[src/rtl/branch_pc_sequencer_if.sv]
// Decode-side bundle for branch_pc_sequencer: control, branch operands and PC/flush outputs.
// slave = the sequencer, master = whoever drives decode (ID stage or bench).
interface branch_pc_sequencer_if #(
   parameter int CANT_BITS_ADDR                     = 11,
   parameter int CANT_BITS_IMMEDIATE                = 16,
   parameter int CANT_BITS_INSTRUCTION_INDEX_BRANCH = 26,
   parameter int CANT_BITS_FLAG_BRANCH              = 3,
   parameter int CANT_BITS_REGISTROS                = 32,
   parameter int CANT_BITS_CONTADOR                 = 16
);
   logic                                          i_start;
   logic                                          i_stall;
   logic                                          i_halt;
   logic [CANT_BITS_FLAG_BRANCH-1:0]              i_flag_branch;
   logic [CANT_BITS_IMMEDIATE-1:0]                i_immediate_address;
   logic [CANT_BITS_INSTRUCTION_INDEX_BRANCH-1:0] i_instruction_index_branch;
   logic [CANT_BITS_REGISTROS-1:0]                i_data_rs;
   logic [CANT_BITS_REGISTROS-1:0]                i_data_rt;
   logic                                          i_operands_ready;
   logic [CANT_BITS_ADDR-1:0]                     o_pc;
   logic [CANT_BITS_ADDR-1:0]                     o_pc_link;
   logic                                          o_link_write;
   logic                                          o_flush;
   logic                                          o_fetch_enable;
   logic                                          o_halted;
   logic [CANT_BITS_CONTADOR-1:0]                 o_cnt_taken;
   logic [CANT_BITS_CONTADOR-1:0]                 o_cnt_not_taken;

   modport slave (
      input  i_start, i_stall, i_halt, i_flag_branch, i_immediate_address,
             i_instruction_index_branch, i_data_rs, i_data_rt, i_operands_ready,
      output o_pc, o_pc_link, o_link_write, o_flush, o_fetch_enable, o_halted,
             o_cnt_taken, o_cnt_not_taken
   );

   modport master (
      output i_start, i_stall, i_halt, i_flag_branch, i_immediate_address,
             i_instruction_index_branch, i_data_rs, i_data_rt, i_operands_ready,
      input  o_pc, o_pc_link, o_link_write, o_flush, o_fetch_enable, o_halted,
             o_cnt_taken, o_cnt_not_taken
   );
endinterface

[src/rtl/branch_pc_sequencer.sv]
// PC owner / ID-stage next-PC sequencer: branch decision is combinational, PC loads at the edge, flush/link pulse the cycle after.
// Stall, halt and operand-wait hold the PC with fetch disabled. BRANCH_STATS_EN adds saturating taken/not-taken counters.
module branch_pc_sequencer #(
   parameter int CANT_BITS_ADDR                     = 11,
   parameter int CANT_BITS_IMMEDIATE                = 16,
   parameter int CANT_BITS_INSTRUCTION_INDEX_BRANCH = 26,
   parameter int CANT_BITS_FLAG_BRANCH              = 3,
   parameter int CANT_BITS_REGISTROS                = 32,
   parameter int CANT_BITS_CONTADOR                 = 16
) (
   input  logic                 i_clock,
   input  logic                 i_reset,
   branch_pc_sequencer_if.slave bus
);
   localparam logic [1:0] ST_IDLE = 2'b00;
   localparam logic [1:0] ST_RUN  = 2'b01;
   localparam logic [1:0] ST_HALT = 2'b10;

   localparam logic [CANT_BITS_FLAG_BRANCH-1:0] FB_NONE = 'd0;
   localparam logic [CANT_BITS_FLAG_BRANCH-1:0] FB_BEQ  = 'd1;
   localparam logic [CANT_BITS_FLAG_BRANCH-1:0] FB_BNE  = 'd2;
   localparam logic [CANT_BITS_FLAG_BRANCH-1:0] FB_J    = 'd3;
   localparam logic [CANT_BITS_FLAG_BRANCH-1:0] FB_JAL  = 'd4;
   localparam logic [CANT_BITS_FLAG_BRANCH-1:0] FB_JR   = 'd5;
   localparam logic [CANT_BITS_FLAG_BRANCH-1:0] FB_JALR = 'd6;
   localparam logic [CANT_BITS_FLAG_BRANCH-1:0] FB_NOP7 = 'd7;

   logic [1:0]                       r_state;
   logic [CANT_BITS_ADDR-1:0]        r_pc;
   logic [CANT_BITS_ADDR-1:0]        r_pc_link;
   logic                             r_flush;
   logic                             r_link_write;

   logic [CANT_BITS_FLAG_BRANCH-1:0] w_kind;
   logic                             w_needs_ops;
   logic                             w_wait;
   logic                             w_advance;
   logic                             w_taken;
   logic                             w_link;
   logic                             w_resolved;
   logic [CANT_BITS_ADDR-1:0]        w_target;
   logic [CANT_BITS_ADDR-1:0]        w_pc_next;

   // The instruction in ID during a flush cycle is being killed, so its branch code is masked.
   // r_pc is already pc_id+1; adding the raw low offset bits mod 2^ADDR equals the sign-extended add.
   always_comb begin
      w_kind      = r_flush ? FB_NONE : bus.i_flag_branch;
      w_needs_ops = (w_kind == FB_BEQ) || (w_kind == FB_BNE) ||
                    (w_kind == FB_JR)  || (w_kind == FB_JALR);
      w_wait      = w_needs_ops && !bus.i_operands_ready;
      w_advance   = !i_reset && (r_state == ST_RUN) && !bus.i_halt && !bus.i_stall && !w_wait;
      w_resolved  = (w_kind != FB_NONE) && (w_kind != FB_NOP7);
      w_taken     = 1'b0;
      w_link      = 1'b0;
      w_target    = r_pc + bus.i_immediate_address[CANT_BITS_ADDR-1:0];
      case (w_kind)
         FB_BEQ:  w_taken = (bus.i_data_rs == bus.i_data_rt);
         FB_BNE:  w_taken = (bus.i_data_rs != bus.i_data_rt);
         FB_J: begin
            w_taken  = 1'b1;
            w_target = bus.i_instruction_index_branch[CANT_BITS_ADDR-1:0];
         end
         FB_JAL: begin
            w_taken  = 1'b1;
            w_link   = 1'b1;
            w_target = bus.i_instruction_index_branch[CANT_BITS_ADDR-1:0];
         end
         FB_JR: begin
            w_taken  = 1'b1;
            w_target = bus.i_data_rs[CANT_BITS_ADDR-1:0];
         end
         FB_JALR: begin
            w_taken  = 1'b1;
            w_link   = 1'b1;
            w_target = bus.i_data_rs[CANT_BITS_ADDR-1:0];
         end
         default: ;
      endcase
      w_pc_next = w_taken ? w_target : r_pc + 1'b1;
   end

   always_ff @(posedge i_clock) begin
      if (i_reset) begin
         r_state      <= ST_IDLE;
         r_pc         <= '0;
         r_pc_link    <= '0;
         r_flush      <= 1'b0;
         r_link_write <= 1'b0;
      end else begin
         r_flush      <= 1'b0;
         r_link_write <= 1'b0;
         case (r_state)
            ST_IDLE: if (bus.i_start) r_state <= ST_RUN;
            ST_RUN: begin
               if (bus.i_halt) begin
                  r_state <= ST_HALT;
               end else if (w_advance) begin
                  r_pc    <= w_pc_next;
                  r_flush <= w_taken;
                  if (w_taken && w_link) begin
                     r_link_write <= 1'b1;
                     r_pc_link    <= r_pc;
                  end
               end
            end
            default: ;
         endcase
      end
   end

   assign bus.o_pc           = r_pc;
   assign bus.o_pc_link      = r_pc_link;
   assign bus.o_link_write   = r_link_write;
   assign bus.o_flush        = r_flush;
   assign bus.o_fetch_enable = w_advance;
   assign bus.o_halted       = (r_state == ST_HALT);

`ifdef BRANCH_STATS_EN
   logic [CANT_BITS_CONTADOR-1:0] r_cnt_taken;
   logic [CANT_BITS_CONTADOR-1:0] r_cnt_not_taken;

   always_ff @(posedge i_clock) begin
      if (i_reset) begin
         r_cnt_taken     <= '0;
         r_cnt_not_taken <= '0;
      end else if (w_advance && w_resolved) begin
         if (w_taken) begin
            if (r_cnt_taken != '1) r_cnt_taken <= r_cnt_taken + 1'b1;
         end else begin
            if (r_cnt_not_taken != '1) r_cnt_not_taken <= r_cnt_not_taken + 1'b1;
         end
      end
   end

   assign bus.o_cnt_taken     = r_cnt_taken;
   assign bus.o_cnt_not_taken = r_cnt_not_taken;
`else
   assign bus.o_cnt_taken     = '0;
   assign bus.o_cnt_not_taken = '0;
`endif

   // Upper operand bits do not reach the narrow PC.
   logic w_unused;
   assign w_unused = ^{bus.i_immediate_address[CANT_BITS_IMMEDIATE-1:CANT_BITS_ADDR],
                       bus.i_instruction_index_branch[CANT_BITS_INSTRUCTION_INDEX_BRANCH-1:CANT_BITS_ADDR],
                       w_resolved};
endmodule
[src/flat_wrapper.sv]
// flat-port wrapper written by rule: the top's interface ports become plain ports
module branch_pc_sequencer_flat 
#(
   parameter int CANT_BITS_ADDR                     = 11,
   parameter int CANT_BITS_IMMEDIATE                = 16,
   parameter int CANT_BITS_INSTRUCTION_INDEX_BRANCH = 26,
   parameter int CANT_BITS_FLAG_BRANCH              = 3,
   parameter int CANT_BITS_REGISTROS                = 32,
   parameter int CANT_BITS_CONTADOR                 = 16
)
  (i_clock, i_reset, bus_i_start, bus_i_stall, bus_i_halt, bus_i_flag_branch, bus_i_immediate_address, bus_i_instruction_index_branch, bus_i_data_rs, bus_i_data_rt, bus_i_operands_ready, bus_o_pc, bus_o_pc_link, bus_o_link_write, bus_o_flush, bus_o_fetch_enable, bus_o_halted, bus_o_cnt_taken, bus_o_cnt_not_taken);
  branch_pc_sequencer_if #(.CANT_BITS_ADDR(CANT_BITS_ADDR), .CANT_BITS_IMMEDIATE(CANT_BITS_IMMEDIATE), .CANT_BITS_INSTRUCTION_INDEX_BRANCH(CANT_BITS_INSTRUCTION_INDEX_BRANCH), .CANT_BITS_FLAG_BRANCH(CANT_BITS_FLAG_BRANCH), .CANT_BITS_REGISTROS(CANT_BITS_REGISTROS), .CANT_BITS_CONTADOR(CANT_BITS_CONTADOR)) bus_i ();
  input  logic i_clock;
  input  logic i_reset;
  input wire logic [$bits(bus_i.i_start)-1:0] bus_i_start;
  input wire logic [$bits(bus_i.i_stall)-1:0] bus_i_stall;
  input wire logic [$bits(bus_i.i_halt)-1:0] bus_i_halt;
  input wire logic [$bits(bus_i.i_flag_branch)-1:0] bus_i_flag_branch;
  input wire logic [$bits(bus_i.i_immediate_address)-1:0] bus_i_immediate_address;
  input wire logic [$bits(bus_i.i_instruction_index_branch)-1:0] bus_i_instruction_index_branch;
  input wire logic [$bits(bus_i.i_data_rs)-1:0] bus_i_data_rs;
  input wire logic [$bits(bus_i.i_data_rt)-1:0] bus_i_data_rt;
  input wire logic [$bits(bus_i.i_operands_ready)-1:0] bus_i_operands_ready;
  output wire logic [$bits(bus_i.o_pc)-1:0] bus_o_pc;
  output wire logic [$bits(bus_i.o_pc_link)-1:0] bus_o_pc_link;
  output wire logic [$bits(bus_i.o_link_write)-1:0] bus_o_link_write;
  output wire logic [$bits(bus_i.o_flush)-1:0] bus_o_flush;
  output wire logic [$bits(bus_i.o_fetch_enable)-1:0] bus_o_fetch_enable;
  output wire logic [$bits(bus_i.o_halted)-1:0] bus_o_halted;
  output wire logic [$bits(bus_i.o_cnt_taken)-1:0] bus_o_cnt_taken;
  output wire logic [$bits(bus_i.o_cnt_not_taken)-1:0] bus_o_cnt_not_taken;
  assign bus_i.i_start = bus_i_start;
  assign bus_i.i_stall = bus_i_stall;
  assign bus_i.i_halt = bus_i_halt;
  assign bus_i.i_flag_branch = bus_i_flag_branch;
  assign bus_i.i_immediate_address = bus_i_immediate_address;
  assign bus_i.i_instruction_index_branch = bus_i_instruction_index_branch;
  assign bus_i.i_data_rs = bus_i_data_rs;
  assign bus_i.i_data_rt = bus_i_data_rt;
  assign bus_i.i_operands_ready = bus_i_operands_ready;
  assign bus_o_pc = bus_i.o_pc;
  assign bus_o_pc_link = bus_i.o_pc_link;
  assign bus_o_link_write = bus_i.o_link_write;
  assign bus_o_flush = bus_i.o_flush;
  assign bus_o_fetch_enable = bus_i.o_fetch_enable;
  assign bus_o_halted = bus_i.o_halted;
  assign bus_o_cnt_taken = bus_i.o_cnt_taken;
  assign bus_o_cnt_not_taken = bus_i.o_cnt_not_taken;
  branch_pc_sequencer #(.CANT_BITS_ADDR(CANT_BITS_ADDR), .CANT_BITS_IMMEDIATE(CANT_BITS_IMMEDIATE), .CANT_BITS_INSTRUCTION_INDEX_BRANCH(CANT_BITS_INSTRUCTION_INDEX_BRANCH), .CANT_BITS_FLAG_BRANCH(CANT_BITS_FLAG_BRANCH), .CANT_BITS_REGISTROS(CANT_BITS_REGISTROS), .CANT_BITS_CONTADOR(CANT_BITS_CONTADOR)) u_core (.i_clock(i_clock), .i_reset(i_reset), .bus(bus_i));
endmodule
[config.mk]
export PLATFORM = sky130hd
export DESIGN_NAME = branch_pc_sequencer_flat
export DESIGN_NICKNAME = d
export VERILOG_FILES = /design/src/rtl/branch_pc_sequencer_if.sv /design/src/rtl/branch_pc_sequencer.sv /design/src/flat_wrapper.sv
export SDC_FILE = /design/constraint.sdc
export NUM_CORES = 1
export LEC_CHECK = 0
export ABC_AREA = 1
export CORE_MARGIN = 3
export CORE_UTILIZATION = 41
export CTS_CLUSTER_DIAMETER = 100
export DETAILED_ROUTE_END_ITERATION = 10
export PLACE_DENSITY = 0.87
export SLEW_MARGIN = 0
export SYNTH_ARGS = -nofsm -noshare
export SYNTH_HDL_FRONTEND = slang
export SYNTH_SLANG_ARGS = --single-unit
export TNS_END_PERCENT = 30
[constraint.sdc]
create_clock -name i_clock -period 5.1 [get_ports i_clock]
set_input_delay 0.51 -clock i_clock [delete_from_list [all_inputs] [get_ports i_clock]]
set_output_delay 0.51 -clock i_clock [all_outputs]
set_load 0.1 [all_outputs]
After elaboration in Yosys (flattened, before gate mapping)
Index checks and enable logic that the tools add are counted.

storage, ports and cells
  register bits after elaboration = 26
  word-level logic and storage cells = 55

operators by class
  $add $sub $neg = 2
  equality and inequality tests = 12
  multiplexer cells = 9
  bitwise operators = 3
  reduce and logical (&&, ||, !) cells = 24

operators with widths
  cell                   number
  $eq 32x32->1           1
  $ne 32x32->1           1
  $pmux 11 s2            1
  $add 11x1->11 const B  1
  $add 11x11->11         1
  $mux 11                1
  $eq 3x3->1 const B     3
  $reduce_or 4->1        2
  $eq 3x2->1 const B     2
  $logic_and 1x1->1      6
  $reduce_and 3->1       2
  $reduce_or 2->1        3
  $logic_not 1->1        5
  $mux 2                 2
  $ne 2x2->1 const B     2
  $pmux 2 s2             1
  $reduce_and 4->1       1
  $eq 3x1->1 const B     1
  $logic_or 1x1->1       3
  $mux 3                 1
  $not 1->1              3
  $pmux 1 s3             1
  $eq 2x1->1 const B     1
  $eq 2x2->1 const B     1
  3 further kinds        4

Longest topological paths before layout
  word-level depth = 10
  depth in mapped cells = 15

Worst setup path after synthesis
Ideal clock, no wire load.

  path type = register to output
  start = register u_core.r_flush, in the netlist u_core.bus.o_flush
  end = output bus_o_fetch_enable
  arrival = 2320 ps
  path slack = 2270 ps
  stages on the path, launching flop included = 7
  path buffers = 1
  cells stage by stage = dfxtp_1 > inv_2 > nand2_1 > ha_1 > a211oi_1 > and2_1 > buf_2

on the way
  cells in the longest elaborated chain, start to end = 8
  elaborated cells on any way between the ends = 11
  those cells by class = 4 x eq/ne; 1 x mux; 6 x reduce/logical

RTL lines
  what                                             RTL line                   text
  start, declared                                  branch_pc_sequencer.sv:31  logic r_flush;
  start signal, assigned                           branch_pc_sequencer.sv:99  r_flush <= w_taken;
  $mux 3 *                                         branch_pc_sequencer.sv:47  w_kind = r_flush ? FB_NONE : bus.i_flag_branch;
  $eq 3x1->1 / $eq 3x2->1 (equally long branches)  branch_pc_sequencer.sv:48  w_needs_ops = (w_kind == FB_BEQ) || (w_kind == FB_BNE) ||
  $logic_or 1x1->1 (2 in series)                   branch_pc_sequencer.sv:48
  $logic_or 1x1->1 *                               branch_pc_sequencer.sv:49  (w_kind == FB_JR) || (w_kind == FB_JALR);
  $logic_and 1x1->1 *                              branch_pc_sequencer.sv:50  w_wait = w_needs_ops && !bus.i_operands_ready;
  $logic_not 1->1 *                                branch_pc_sequencer.sv:51  w_advance = !i_reset && (r_state == ST_RUN) && !bus.i_halt && !bus.i_stall && !w_wait;
  $logic_and 1x1->1 *                              branch_pc_sequencer.sv:51
  end, declared                                    flat_wrapper.sv:28         output wire logic [$bits(bus_i.o_fetch_enable)-1:0] bus_o_fetch_enable;

Every way passes the cells marked *; elsewhere a longest branch is shown, timed or not.

Final worst setup path
  start = input bus_i_flag_branch[0]
  end = output bus_o_fetch_enable

on the way
  cells in the longest elaborated chain, start to end = 8
  elaborated cells on any way between the ends = 11
  those cells by class = 4 x eq/ne; 1 x mux; 6 x reduce/logical

RTL lines
  what                                             RTL line                   text
  start, declared                                  flat_wrapper.sv:18         input wire logic [$bits(bus_i.i_flag_branch)-1:0] bus_i_flag_branch;
  $mux 3 *                                         branch_pc_sequencer.sv:47
  $eq 3x1->1 / $eq 3x2->1 (equally long branches)  branch_pc_sequencer.sv:48
  $logic_or 1x1->1 (2 in series)                   branch_pc_sequencer.sv:48
  $logic_or 1x1->1 *                               branch_pc_sequencer.sv:49
  $logic_and 1x1->1 *                              branch_pc_sequencer.sv:50
  $logic_not 1->1 *                                branch_pc_sequencer.sv:51
  $logic_and 1x1->1 *                              branch_pc_sequencer.sv:51

Marks and branches as above.

==> summary.md <==
| Metric | Value |
|---|---|
| Arr. time, crit path | 3.09 ns |
| Setup repair after global routing missed its margin | false |
| Crit path time final | 3.60 ns |
| Worst Hold Class | register to register |
| CTS H-tree lvls | 1 |
| Detailed-router iteration count before antenna repair | 4 |
| Pins Over Slew Limit | 0 |
| Hold Vio Cnt, Final | 0 |
| Initial antenna violation count | 0 |
| Area Overhead vs Synth | 42.8% |
| Wire per inst | 12.3 µm |
| Post-synthesis sequential area ratio | 0.181 |
| Startpoint Class | primary input |
| Nets | 700 |
| Final setup viols | 0 |
| Global-route wire length before repair | 13300 µm |
| Total power | 0.731 mW |
| Chip Width | 89.7 µm |
| Antenna viol nets, final | 0 |
| PostCTS Resize Cnt | 0 |
| Postcts setup bufs | 0 |
| Power per cell area | 178 nW/µm² |
| Synth Instances | 453 |
| Critical path type | primary input to primary output |
| Dominant cells by area after synthesis | dfxtp_1, nand2_1, buf_4, inv_1, xnor2_1 |
| Share of layout cells above drive strength 1 | 0.0634 |
| GP Congestion | 0.907 |
| Grt ovf | 0 |
| DRT Wirelength | 8130 µm |
| Setup tns final | 0 ns |
| Overall Global Routing Usage | 0.192 |
| Synth cell types | 37 |
| CTS buffer count | 3 |
| Post-synth top area share | 0.181 |
| Port Buffer Count | 120 |
| Core ar. | 6570 µm² |
| Slew @ Worst Pin | 0.984 ns |
| DP HPWL | 6990 µm |
| Fillers | 605 |
| Worst Setup End Kind | primary output |
| Setup Skew | 0.0114 ns |
| DRC errors left | 0 |
| Die area | 8050 µm² |
| Clock Tree Buf Depth | 2 |
| Number of global-route vias before repair | 2973 |
| CP required | 4.59 ns |
| Area leader, netlist | dfxtp_1 |
| Final Core Density | 0.625 |
| Post-route clock period utilization | 0.706 |
| #FFs+latches synth | 26 |
| Clk sinks | 26 |
| Clock Latency Late Sink | 0.28 ns |
| Syn. warnings | 0 |
| Die H | 89.7 µm |
| Core Rows | 29 |
| Mapped Area | 2870 µm² |
| Leakage | 1.83 nW |
| # diodes | 0 |
| Root Buffer | clkbuf_8 |
| CP max FO | 13 |
| Dpl cell area | 4030 µm² |
| Slew HR | 0.342 |
| Status | complete, no violations |
| Synth Area per Inst | 6.34 µm² |
| Max VDD drop | 0.232 mV |
| Commonest cells after routing, fill and taps aside | clkdlybuf4s50_1, nand2_1, inv_1 |
| Hold buffer count at CTS | 0 |
| Most common cell after layout, fill and taps aside | clkdlybuf4s50_1 |
| Largest net degree at the start of global routing | 22 |
| Maximum operating frequency | 278 MHz |
| Finished Cell Area | 4100 µm² |
| MaxCap Viol Count | 0 |
| Clock slew at reported path FFs | 0.08 ns |
| # IOs | 173 |
| DRT iter0 DRCs | 138 |
| Vias | 3091 |
| Vias per std cell | 4.68 |
| CTS tree | done |
| Initial core utilization | 0.438 |
## routing by layer
layer	share of wire	GRT usage	up-vias	wire, µm
met1	0.39	0.217	1370	3150
met5	0	0	-	0
li1	-	-	1610	-
met4	0.0089	0.0268	0	72
met3	0.072	0.0417	6	585
met2	0.53	0.375	105	4320
## area by class of cell
| type | count | area (µm²) | area share |
|---|---|---|---|
| Clock buffer | 3 | 41.3 | 0.0101 |
| Clock inverter | 1 | 30.0 | 0.00732 |
| Inverter | 65 | 244 | 0.0595 |
| Multi-Input combinational cell | 351 | 1930 | 0.471 |
| Sequential cell | 26 | 520 | 0.127 |
| Tap cell | 93 | 116 | 0.0284 |
| Timing Repair Buffer | 122 | 1220 | 0.296 |
## cells by family after synthesis
| family | synth area share |
|---|---|
| AO/OA/AOI/OAI | 0.136 |
| XOR/XNOR | 0.0945 |
| adder cells (fa/ha/maj) | 0.0723 |
| AND/OR/NAND/NOR | 0.329 |
| flip-flops | 0.181 |
| buffers and inverters | 0.186 |
| other | 0.00130 |
## stage by stage
stage                     std cells  setup slack (ns)  hold WS, ns
final                           661              1.50        0.496
after global routing            661              1.41        0.515
after CTS                       661              1.50        0.500
after detailed placement        657              1.50        0.487
after global placement          657              1.51        0.473
after floorplan                 484              2.27        0.463
## synth_stat cells (all sizes together)
| master | number |
|---|---|
| nand2 | 122 |
| inv | 65 |
| buf | 38 |
| nor2 | 36 |
| nand3 | 31 |
| a21oi | 27 |
| dfxtp | 26 |
| o21ai | 26 |
| xnor2 | 23 |
| ha | 15 |
| nand4 | 10 |
| xor2 | 8 |
| a22o | 5 |
| clkbuf | 4 |
| o21bai | 3 |
| a31oi | 2 |
| and2 | 2 |
| nor3 | 2 |
| a211oi | 1 |
| a221oi | 1 |
| conb | 1 |
| fa | 1 |
| nand3b | 1 |
| nor3b | 1 |
| o211ai | 1 |
| or2 | 1 |
## worst paths after layout
check	startpoint	to	slack (ns)	depth (start not counted)
worst min register to register	u_core.r_state[1]	u_core.r_state[1]	0.50	2
worst max-delay path	bus_i_flag_branch[0]	bus_o_fetch_enable	1.50	7
worst max register to register	u_core.bus.o_flush	u_core.bus.o_pc[8]	2.66	11
worst min-delay path	u_core.r_state[1]	u_core.r_state[1]	0.50	2
## registers in the layout, indices dropped and copies added (netlist names)
register,count
u_core.bus.o_pc,11
u_core.bus.o_pc_link,11
u_core.r_state,2
u_core.bus.o_flush,1
u_core.bus.o_link_write,1
## where the power goes
part	switching [mW]	internal [mW]	total [mW]
Combinational	0.226	0.122	0.348
Sequential	0.00498	0.207	0.212
Clock	0.0665	0.105	0.172
## worst max-delay path: stages
cell and delay [ns]:
clkdlybuf4s50_1 0.45, nand2_1 0.08, ha_1 0.29, a211oi_1 0.20, and2_1 0.16, buf_4 0.21, clkdlybuf4s50_1 1.17
No activity file was read; power rests on OpenSTA's default activity.
